## src/rtl/divider_taint_track_word_if.sv

```systemverilog
// Request/result bundle for the taint-tracked word divider.
// master: issues start + operands (with taints), observes results + done pulse.
// slave: the divider itself.
interface divider_taint_track_word_if #(
   parameter int WIDTH = 32
);
   logic             start;
   logic             start_t;
   logic [WIDTH-1:0] dividend;
   logic             dividend_t;
   logic [WIDTH-1:0] divisor;
   logic             divisor_t;
   logic [WIDTH-1:0] quotient;
   logic             quotient_t;
   logic [WIDTH-1:0] remainder;
   logic             remainder_t;
   logic             quotientDone;
   logic             quotientDone_t;

   modport master (
      output start, start_t, dividend, dividend_t, divisor, divisor_t,
      input  quotient, quotient_t, remainder, remainder_t, quotientDone, quotientDone_t
   );

   modport slave (
      input  start, start_t, dividend, dividend_t, divisor, divisor_t,
      output quotient, quotient_t, remainder, remainder_t, quotientDone, quotientDone_t
   );
endinterface

```

## src/rtl/divider_taint_track_word.sv

```systemverilog
// Constant-time restoring divider with word-level taint shadow bits.
// Latency: start sampled at edge k -> quotientDone pulses in the cycle after edge k+WIDTH+2.
// Backpressure: none; start is ignored while busy, results held until the next LOAD.
//
// Ports: clk (rising edge), rst (async, active-low), bus (slave modport):
//   start/start_t, dividend/dividend_t, divisor/divisor_t in;
//   quotient/quotient_t, remainder/remainder_t, quotientDone/quotientDone_t out.
// Option macro DIV_TAINT_KILL_EN: clears the control taint on DONE->IDLE;
// when undefined the control taint is sticky until reset.
module divider_taint_track_word #(
   parameter int WIDTH = 32
) (
   input logic                     clk,
   input logic                     rst,
   divider_taint_track_word_if.slave bus
);
   // Counter is wide enough to hold WIDTH, so the wrap after the last
   // iteration never aliases a live count.
   localparam int CW = $clog2(WIDTH + 1);

   typedef enum logic [1:0] {IDLE, LOAD, ITER, DONE} state_e;

   state_e           state;
   logic             state_t;
   logic [CW-1:0]    cnt;
   logic [WIDTH-1:0] quo;
   logic [WIDTH-1:0] dvs;
   logic [WIDTH:0]   rem;
   logic             quo_t;
   logic             rem_t;
   logic             done;
   logic             done_t;

   // One extra bit beyond the WIDTH+1 partial remainder carries the borrow,
   // since the shifted remainder can reach 2*divisor-1.
   logic [WIDTH+1:0] rem_sh;
   logic [WIDTH+1:0] diff;
   logic             borrow;

   always_comb begin
      rem_sh = {rem, quo[WIDTH-1]};
      diff   = rem_sh - {2'b00, dvs};
      borrow = diff[WIDTH+1];
   end

   always_ff @(posedge clk or negedge rst) begin
      if (!rst) begin
         state   <= IDLE;
         state_t <= 1'b0;
         cnt     <= '0;
         quo     <= '0;
         dvs     <= '0;
         rem     <= '0;
         quo_t   <= 1'b0;
         rem_t   <= 1'b0;
         done    <= 1'b0;
         done_t  <= 1'b0;
      end else begin
         done   <= 1'b0;
         // Done taint is the control taint, registered to line up with the
         // registered done pulse (so a kill on DONE->IDLE still taints it).
         done_t <= state_t;
         case (state)
            IDLE: begin
               if (bus.start) begin
                  state   <= LOAD;
                  // OR keeps a sticky taint sticky; with the kill enabled
                  // state_t is already 0 here.
                  state_t <= state_t | bus.start_t;
               end
            end
            LOAD: begin
               quo   <= bus.dividend;
               dvs   <= bus.divisor;
               rem   <= '0;
               cnt   <= '0;
               quo_t <= bus.dividend_t | bus.divisor_t | state_t;
               rem_t <= bus.dividend_t | bus.divisor_t | state_t;
               state <= ITER;
            end
            ITER: begin
               // Divide-by-zero falls out naturally: the trial never borrows.
               quo   <= {quo[WIDTH-2:0], ~borrow};
               rem   <= borrow ? rem_sh[WIDTH:0] : diff[WIDTH:0];
               quo_t <= quo_t | state_t;
               rem_t <= rem_t | state_t;
               cnt   <= cnt + 1'b1;
               if (cnt == CW'(WIDTH - 1)) begin
                  state <= DONE;
               end
            end
            DONE: begin
               done  <= 1'b1;
               state <= IDLE;
`ifdef DIV_TAINT_KILL_EN
               // Safe to kill: every path has reconverged at IDLE after a
               // fixed number of cycles.
               state_t <= 1'b0;
`endif
            end
            default: state <= IDLE;
         endcase
      end
   end

   assign bus.quotient       = quo;
   assign bus.quotient_t     = quo_t;
   assign bus.remainder      = rem[WIDTH-1:0];
   assign bus.remainder_t    = rem_t;
   assign bus.quotientDone   = done;
   assign bus.quotientDone_t = done_t;
endmodule

```

## src/flat_wrapper.sv

```systemverilog
// flat-port wrapper written by rule: the top's interface ports become plain ports
module divider_taint_track_word_flat 
#(
   parameter int WIDTH = 32
)
  (clk, rst, bus_start, bus_start_t, bus_dividend, bus_dividend_t, bus_divisor, bus_divisor_t, bus_quotient, bus_quotient_t, bus_remainder, bus_remainder_t, bus_quotientDone, bus_quotientDone_t);
  divider_taint_track_word_if #(.WIDTH(WIDTH)) bus_i ();
  input logic clk;
  input logic rst;
  input wire logic [$bits(bus_i.start)-1:0] bus_start;
  input wire logic [$bits(bus_i.start_t)-1:0] bus_start_t;
  input wire logic [$bits(bus_i.dividend)-1:0] bus_dividend;
  input wire logic [$bits(bus_i.dividend_t)-1:0] bus_dividend_t;
  input wire logic [$bits(bus_i.divisor)-1:0] bus_divisor;
  input wire logic [$bits(bus_i.divisor_t)-1:0] bus_divisor_t;
  output wire logic [$bits(bus_i.quotient)-1:0] bus_quotient;
  output wire logic [$bits(bus_i.quotient_t)-1:0] bus_quotient_t;
  output wire logic [$bits(bus_i.remainder)-1:0] bus_remainder;
  output wire logic [$bits(bus_i.remainder_t)-1:0] bus_remainder_t;
  output wire logic [$bits(bus_i.quotientDone)-1:0] bus_quotientDone;
  output wire logic [$bits(bus_i.quotientDone_t)-1:0] bus_quotientDone_t;
  assign bus_i.start = bus_start;
  assign bus_i.start_t = bus_start_t;
  assign bus_i.dividend = bus_dividend;
  assign bus_i.dividend_t = bus_dividend_t;
  assign bus_i.divisor = bus_divisor;
  assign bus_i.divisor_t = bus_divisor_t;
  assign bus_quotient = bus_i.quotient;
  assign bus_quotient_t = bus_i.quotient_t;
  assign bus_remainder = bus_i.remainder;
  assign bus_remainder_t = bus_i.remainder_t;
  assign bus_quotientDone = bus_i.quotientDone;
  assign bus_quotientDone_t = bus_i.quotientDone_t;
  divider_taint_track_word #(.WIDTH(WIDTH)) u_core (.clk(clk), .rst(rst), .bus(bus_i));
endmodule
```

## config.mk

```make
export PLATFORM = sky130hd
export DESIGN_NAME = divider_taint_track_word_flat
export DESIGN_NICKNAME = d
export VERILOG_FILES = /design/src/rtl/divider_taint_track_word_if.sv /design/src/rtl/divider_taint_track_word.sv /design/src/flat_wrapper.sv
export SDC_FILE = /design/constraint.sdc
export NUM_CORES = 1
export LEC_CHECK = 0
export CAP_MARGIN = 20
export CELL_PAD_IN_SITES_DETAIL_PLACEMENT = 1
export CELL_PAD_IN_SITES_GLOBAL_PLACEMENT = 1
export CORE_ASPECT_RATIO = 1.75
export CORE_MARGIN = 2
export CORE_UTILIZATION = 43
export DETAILED_ROUTE_END_ITERATION = 10
export GPL_TIMING_DRIVEN = 0
export PLACE_DENSITY = 0.95
export SYNTH_ARGS = -nofsm -noshare
export SYNTH_HDL_FRONTEND = slang
export SYNTH_SLANG_ARGS = --single-unit
export TNS_END_PERCENT = 20
```

## constraint.sdc

```tcl
create_clock -name clk -period 4.2 [get_ports clk]
set_clock_uncertainty 0.15 [all_clocks]
set_input_delay 0.63 -clock clk [delete_from_list [all_inputs] [get_ports clk]]
set_output_delay 0.63 -clock clk [all_outputs]
set_load 0.02 [all_outputs]
```

## Yosys cells after proc, flatten, opt, wreduce, memory -nomap -nowiden

Index checks and enable logic that the tools add are counted.

- Memories kept: 0
- Bits in read-only memories: 0
- Latch bits: 0
- Register bits: 110
- Memory bits (writable): 0
- Output and inout port bits: 68

- Bitwise operators: 6
- Reductions and logical operators: 4
- Divide/modulo/power cells: 0
- Multiply operators: 0
- $lt $le $gt $ge: 0
- Shifts and indexed selects: 0
- Add/sub/neg operators: 2
- Eq/ne operators: 6
- Muxes and demuxes: 10

Operator list:

| operator | number |
|---|---|
| 33-bit case mux with 2 select lines | 1 |
| 32-bit case mux with 2 select lines | 1 |
| 34-bit by 32-bit subtractor with 34-bit output | 1 |
| 33-bit two-way mux | 1 |
| 6-bit case mux with 2 select lines | 1 |
| 2-bit case mux with 4 select lines | 1 |
| 6-bit by 1-bit adder with 6-bit output, second input constant | 1 |
| 6-bit by 5-bit == test with 1-bit output, second input constant | 1 |
| 1-bit OR | 5 |
| 2-bit == test, second input constant | 2 |
| 2-bit two-way mux | 2 |
| 1-bit case mux with 2 select lines | 2 |
| 2-bit AND reduction | 2 |
| 2-bit by 1-bit == test with 1-bit output, second input constant | 1 |
| 2-bit zero test | 1 |
| 2-bit by 1-bit != test with 1-bit output, second input constant | 1 |
| 2-bit != test, second input constant | 1 |
| 2-bit nonzero test | 1 |
| 1-bit two-way mux | 1 |
| 1-bit inverter | 1 |

## Depth between registers and ports, before layout

Gate-level depths: netlist of the first run.

- Word-level depth: 3
- Depth in mapped cells: 13
- Mapped depth without buffers: 11

## Worst setup path before layout of the first run

OpenSTA, ideal clock, no wires.

- Kind: flip-flop to flip-flop
- From: register u_core.quo[31] (netlist: u_core.bus.quotient[31])
- To: register u_core.rem[30]
- Buffers on the path: 0
- Setup slack: 1.227 ns
- Stages on the path, launching flop included: 12
- Setup time: 0.140 ns
- Arrival time: 2.683 ns
- Cells stage by stage: dfrtp_1 > inv_1 > ha_1 > fa_1 > nor2b_1 > o2111ai_1 > a31oi_1 > a2111oi_2 > nand4bb_1 > nor4b_1 > a2111oi_0 > o221ai_1

- Word-level cells in the longest chain between the ends: 3

RTL lines:

| item | line | source |
|---|---|---|
| start, declared | divider_taint_track_word.sv:26 | `logic [WIDTH-1:0] quo;` |
| start signal, assigned | divider_taint_track_word.sv:73 | `quo <= bus.dividend;` |
| start signal, assigned | divider_taint_track_word.sv:83 | `quo <= {quo[WIDTH-2:0], ~borrow};` |
| 34-bit by 32-bit subtractor with 34-bit output | divider_taint_track_word.sv:42 | `diff = rem_sh - {2'b00, dvs};` |
| 33-bit two-way mux | divider_taint_track_word.sv:84 | `rem <= borrow ? rem_sh[WIDTH:0] : diff[WIDTH:0];` |
| 33-bit case mux with 2 select lines | divider_taint_track_word.sv:63 | `case (state)` |
| end signal, assigned | divider_taint_track_word.sv:84 |  |
| end, declared | divider_taint_track_word.sv:28 | `logic [WIDTH:0] rem;` |

Every way passes these cells.
A chain may end at the register's enable or synchronous reset.

## Final worst setup path of the first run

Ends and elaborated chain as after synthesis.

==> results of run 1 <==
[state kept, by name, summed over array words and instances (netlist names), 2 cells and up]
register             count
u_core.cnt               6
u_core.bus.quotient     32
u_core.state             2
u_core.dvs              32
u_core.rem              33
[layout make-up]
cell class	count	area (sq um)	share of cell area [%]
Multi-Input combinational cell	556	3640	40.8
Sequential cell	110	2750	30.8
Timing Repair Buffer	138	1390	15.6
Buffer	72	412	4.61
Tap cell	189	236	2.65
Clock buffer	9	225	2.52
Inverter	50	188	2.10
Clock inverter	7	86.3	0.967
[power breakdown]
| group | internal [mW] | switching, mW |
|---|---|---|
| combinational | 1.16 | 2.13 |
| clock | 0.429 | 0.463 |
| sequential | 1.41 | 0.207 |
[final timing paths]
check / endpoint / start / depth (start not counted) / slack [ns]
max in group asynchronous: u_core.dvs[3] / rst / 2 / 2.89
min: u_core.bus.quotient[28] / rst / 1 / 0.25
max reg2reg: u_core.rem[30] / u_core.bus.quotient[31] / 11 / 0.47
min in group clk: u_core.bus.quotientDone_t / u_core.state_t / 0 / 0.31
min reg2reg: u_core.bus.quotientDone_t / u_core.state_t / 0 / 0.31
max: u_core.rem[30] / u_core.bus.quotient[31] / 11 / 0.47
[layer usage]
metal	vias up	wire length [um]	part of all wire [%]	track usage, %
li1	3072	-	-	-
met1	3245	7890	34	28.3
met2	252	12400	54	49.9
met3	93	1310	5.7	4.61
met4	0	1350	5.9	15.2
met5	-	0	0	0
[critical path, cell delays in order (launching register included)]
cell	delay (ns)
dfrtp_1	0.44
inv_1	0.07
ha_1	0.22
fa_1	0.42
nor2b_1	0.21
o2111ai_1	0.21
a31oi_1	0.53
a2111oi_2	0.20
nand4bb_1	0.35
nor4b_1	0.23
a2111oi_0	0.41
o221ai_1	0.17
[layout by cell type (no fill, tap or decap), drive strengths merged, types with 5 or more instances in the layout]
cell type / Yosys / layout
clkdlybuf4s50: 0 / 136
nand3: 23 / 23
a21o: 11 / 11
a211oi: 7 / 7
xor2: 15 / 15
nor4: 6 / 6
xnor2: 10 / 10
nor3: 14 / 14
o221ai: 10 / 10
a2111oi: 5 / 5
ha: 38 / 38
inv: 50 / 53
clkbuf: 26 / 35
o21ai: 57 / 57
nor2: 63 / 63
nor2b: 5 / 5
buf: 46 / 48
nand2b: 6 / 6
o311ai: 9 / 9
dfrtp: 110 / 110
o21a: 7 / 7
nand2: 82 / 82
o2bb2ai: 13 / 13
a21oi: 70 / 70
nand4: 7 / 7
mux2i: 46 / 46
[cells by family after synthesis]
kind of cell | count (synthesis) | share of synthesized area (%)
AOI/OAI and AO/OA | 223 | 20.8
xor gates and xnor gates | 25 | 3.13
adders and majority gates | 39 | 7.09
buffers and inverters | 122 | 8.57
DFF | 110 | 39.4
muxes | 47 | 6.75
and+or+nand+nor | 222 | 14.3
[Yosys cell counts (all sizes together), types with 2 or more instances]
master and number:
and3 3, a211oi 7, inv 50, o211ai 4, a21oi 70, dfrtp 110
o21bai 4, xor2 15, a32oi 3, nand2 82, nor3 14, mux2i 46
a31oi 3, buf 46, nor2b 5, o21a 7, nand3 23, nand4 7
o21ai 57, clkbuf 26, o2111ai 3, nand2b 6, a31o 2, a311oi 2
nor4 6, o2bb2ai 13, ha 38, nor3b 2, xnor2 10, a2111oi 5
o31ai 3, a21o 11, nor2 63, o311ai 9, or3 2, o221ai 10
[through the flow]
step / setup WS (ns) / cells / hold slack (ns)
finish: 0.469 / 1131 / 0.249
global route: 0.269 / 1131 / 0.312
CTS: 0.520 / 1131 / 0.278
detailed placement: 0.580 / 1115 / 0.291
global placement: -1.94 / 1114 / 0.270
floorplan: 1.23 / 788 / 0.184
==> reports/results.txt, run 1 <==
The flow ran to the end, and the final reports show no timing, DRC or antenna violations. Cells with a size suffix above 1 make up 7.43% of the layout. After layout, the worst path uses 88.8% of the clock period.

For the final hold violation count, the log shows 0. The die covers 17300 sq um. The number of fillers in the final layout is 1859. Routability-driven placement congestion ratio: 0.921. For the setup total negative slack, the log shows 0 ns.

Clock tree synthesis selected as its root buffer the cell clkbuf_16. The run gives 0.36 ns as the clock insertion delay at the later pin of the skew report. The area growth from synthesis to layout is 27.7%. IR analysis of the VDD net gives a maximum drop of 0.505 mV. Yosys mapped a number of flops with a built-in enable equal to 0. The worst hold path class is in2async. In this run, post-CTS hold repair placed 0 buffers. The worst setup path is captured at a flip-flop. The final max-slew violation count was 0.

At the end of the flow, the number of nets in the layout was 1046. The endpoint arrival time on the critical path was 3.81 ns; the total half-perimeter wirelength after legalization and detailed placement was 17.5 mm. After detailed routing, the number of vias per cell comes to 5.89. The total power density per cell area came out at 649 nW/um^2. For the worst slew margin relative to its limit, the log shows 37.2%. Yosys attributes the largest share of cell area to dfrtp_1 (39%), ha_1 (6.8%), mux2i_1 (6.6%). The instance area after placement was 8620 sq um; the initial antenna violation count was 0.

The completed layout was analyzed and its total power is 5.80 mW. Total iterations of the first detailed-routing run: 5. The most used flip-flop cell after synthesis is dfrtp_1. The number of CTS-inserted buffers came out at 9. The final core utilization is 56.3%.

The count of buffers added on input and output ports is 137. The detailed router finished its first iteration with 292 violations. The Yosys step of the flow raised 0 warnings. Floorplan die height: 173 um. The synthesized design devotes to its leading area cell type 39.4% of total area. The logs give 110 for the clock sink count and 27.2% for the overall track demand over capacity in global routing.

After synthesis the netlist holds a flip-flop and latch count of 110. For this run, asynchronously set or reset flops after synthesis account for 100%. Counting I/O delays and the setup requirement, the final critical path takes 3.73 ns.

The region available for standard cell placement spans 15900 sq um. Synthesis produced a netlist whose cell count is 788. In this run the worst path has a maximum fanout of 4.

The tools report the number of global-route vias before repair as 7433. The required arrival time at the worst endpoint was 4.28 ns; the DRC violation count after routing was 0. Setup violations remaining at the end of the flow were counted as 0. The number of diodes added for antenna fixing came out at 0. The run gives 71 as the largest net degree at the start of global routing. The maximum clock path buffer count was 2. The tools report the number of different library cells in the post-synthesis netlist as 68. Across the run, the number of max-cap violations was 0. The post-detailed-route wirelength per cell works out to 20.3 um. The post-synthesis cell type with the largest combined area was dfrtp_1. Setup repair after global routing left no endpoint under its margin. Pin slew with the least headroom to its limit: 0.938 ns.

The first global-routing pass estimated 37.6 mm of wire. From left edge to right edge, the die measures 100 um. STA classifies the critical path startpoint as a flip-flop. Total congestion overflow: 0.

The final instance area is 8930 sq um, and the static leakage is 3.84 nW. The clock-pin slew reported for the worst setup and hold paths after clock tree synthesis works out to 0.09 ns. The post-cts sizing count came out at 0. Wire length after detailed routing: 23.0 mm.

Fraction of the yosys area taken by sequential cells: 39.4%. TritonCTS built the clock tree. Via count: 6662.

The critical setup path kind is reg2reg. 138 I/O pins were placed. The number of antenna-violating nets in the routed design came out at 0. The logs give 268 MHz for the achievable frequency and 3 for the level count of the clock H-tree.

The number of nets handed over by synthesis was 897. The buffers inserted during post-CTS setup optimization was 0. The summed instance area of the synthesized netlist was 6990 sq um; the number of core rows was 61.

The post-synthesis area per instance is 8.87 sq um. The initial utilization of the core area, before any placement, comes to 44.0%.
No activity file was read; power rests on OpenSTA's default activity.
==> inputs of run 2 (changes only) <==
--- a/config.mk
+++ b/config.mk
@@ -14,6 +14,7 @@
 export DETAILED_ROUTE_END_ITERATION = 10
 export GPL_TIMING_DRIVEN = 0
 export PLACE_DENSITY = 0.95
+export SETUP_SLACK_MARGIN = 0.2
 export SYNTH_ARGS = -nofsm -noshare
 export SYNTH_HDL_FRONTEND = slang
 export SYNTH_SLANG_ARGS = --single-unit
==> constraint.sdc (replaced) <==
create_clock -name clk -period 4.7 [get_ports clk]
set_clock_uncertainty 0.15 [all_clocks]
set_input_delay 0.705 -clock clk [delete_from_list [all_inputs] [get_ports clk]]
set_output_delay 0.705 -clock clk [all_outputs]
set_load 0.02 [all_outputs]
==> results of run 2 <==
The final DEF is identical to that of run 1. Status: complete, no violations.
Main changes from that run: setup slack after placement 0.580 ns -> 1.08 ns; setup slack after layout 0.469 ns -> 0.969 ns; hold slack 0.249 ns -> 0.309 ns; register-to-register setup slack 0.47 ns -> 0.97 ns; total power 5.80 mW -> 5.18 mW; worst IR drop on VDD 0.505 mV -> 0.451 mV
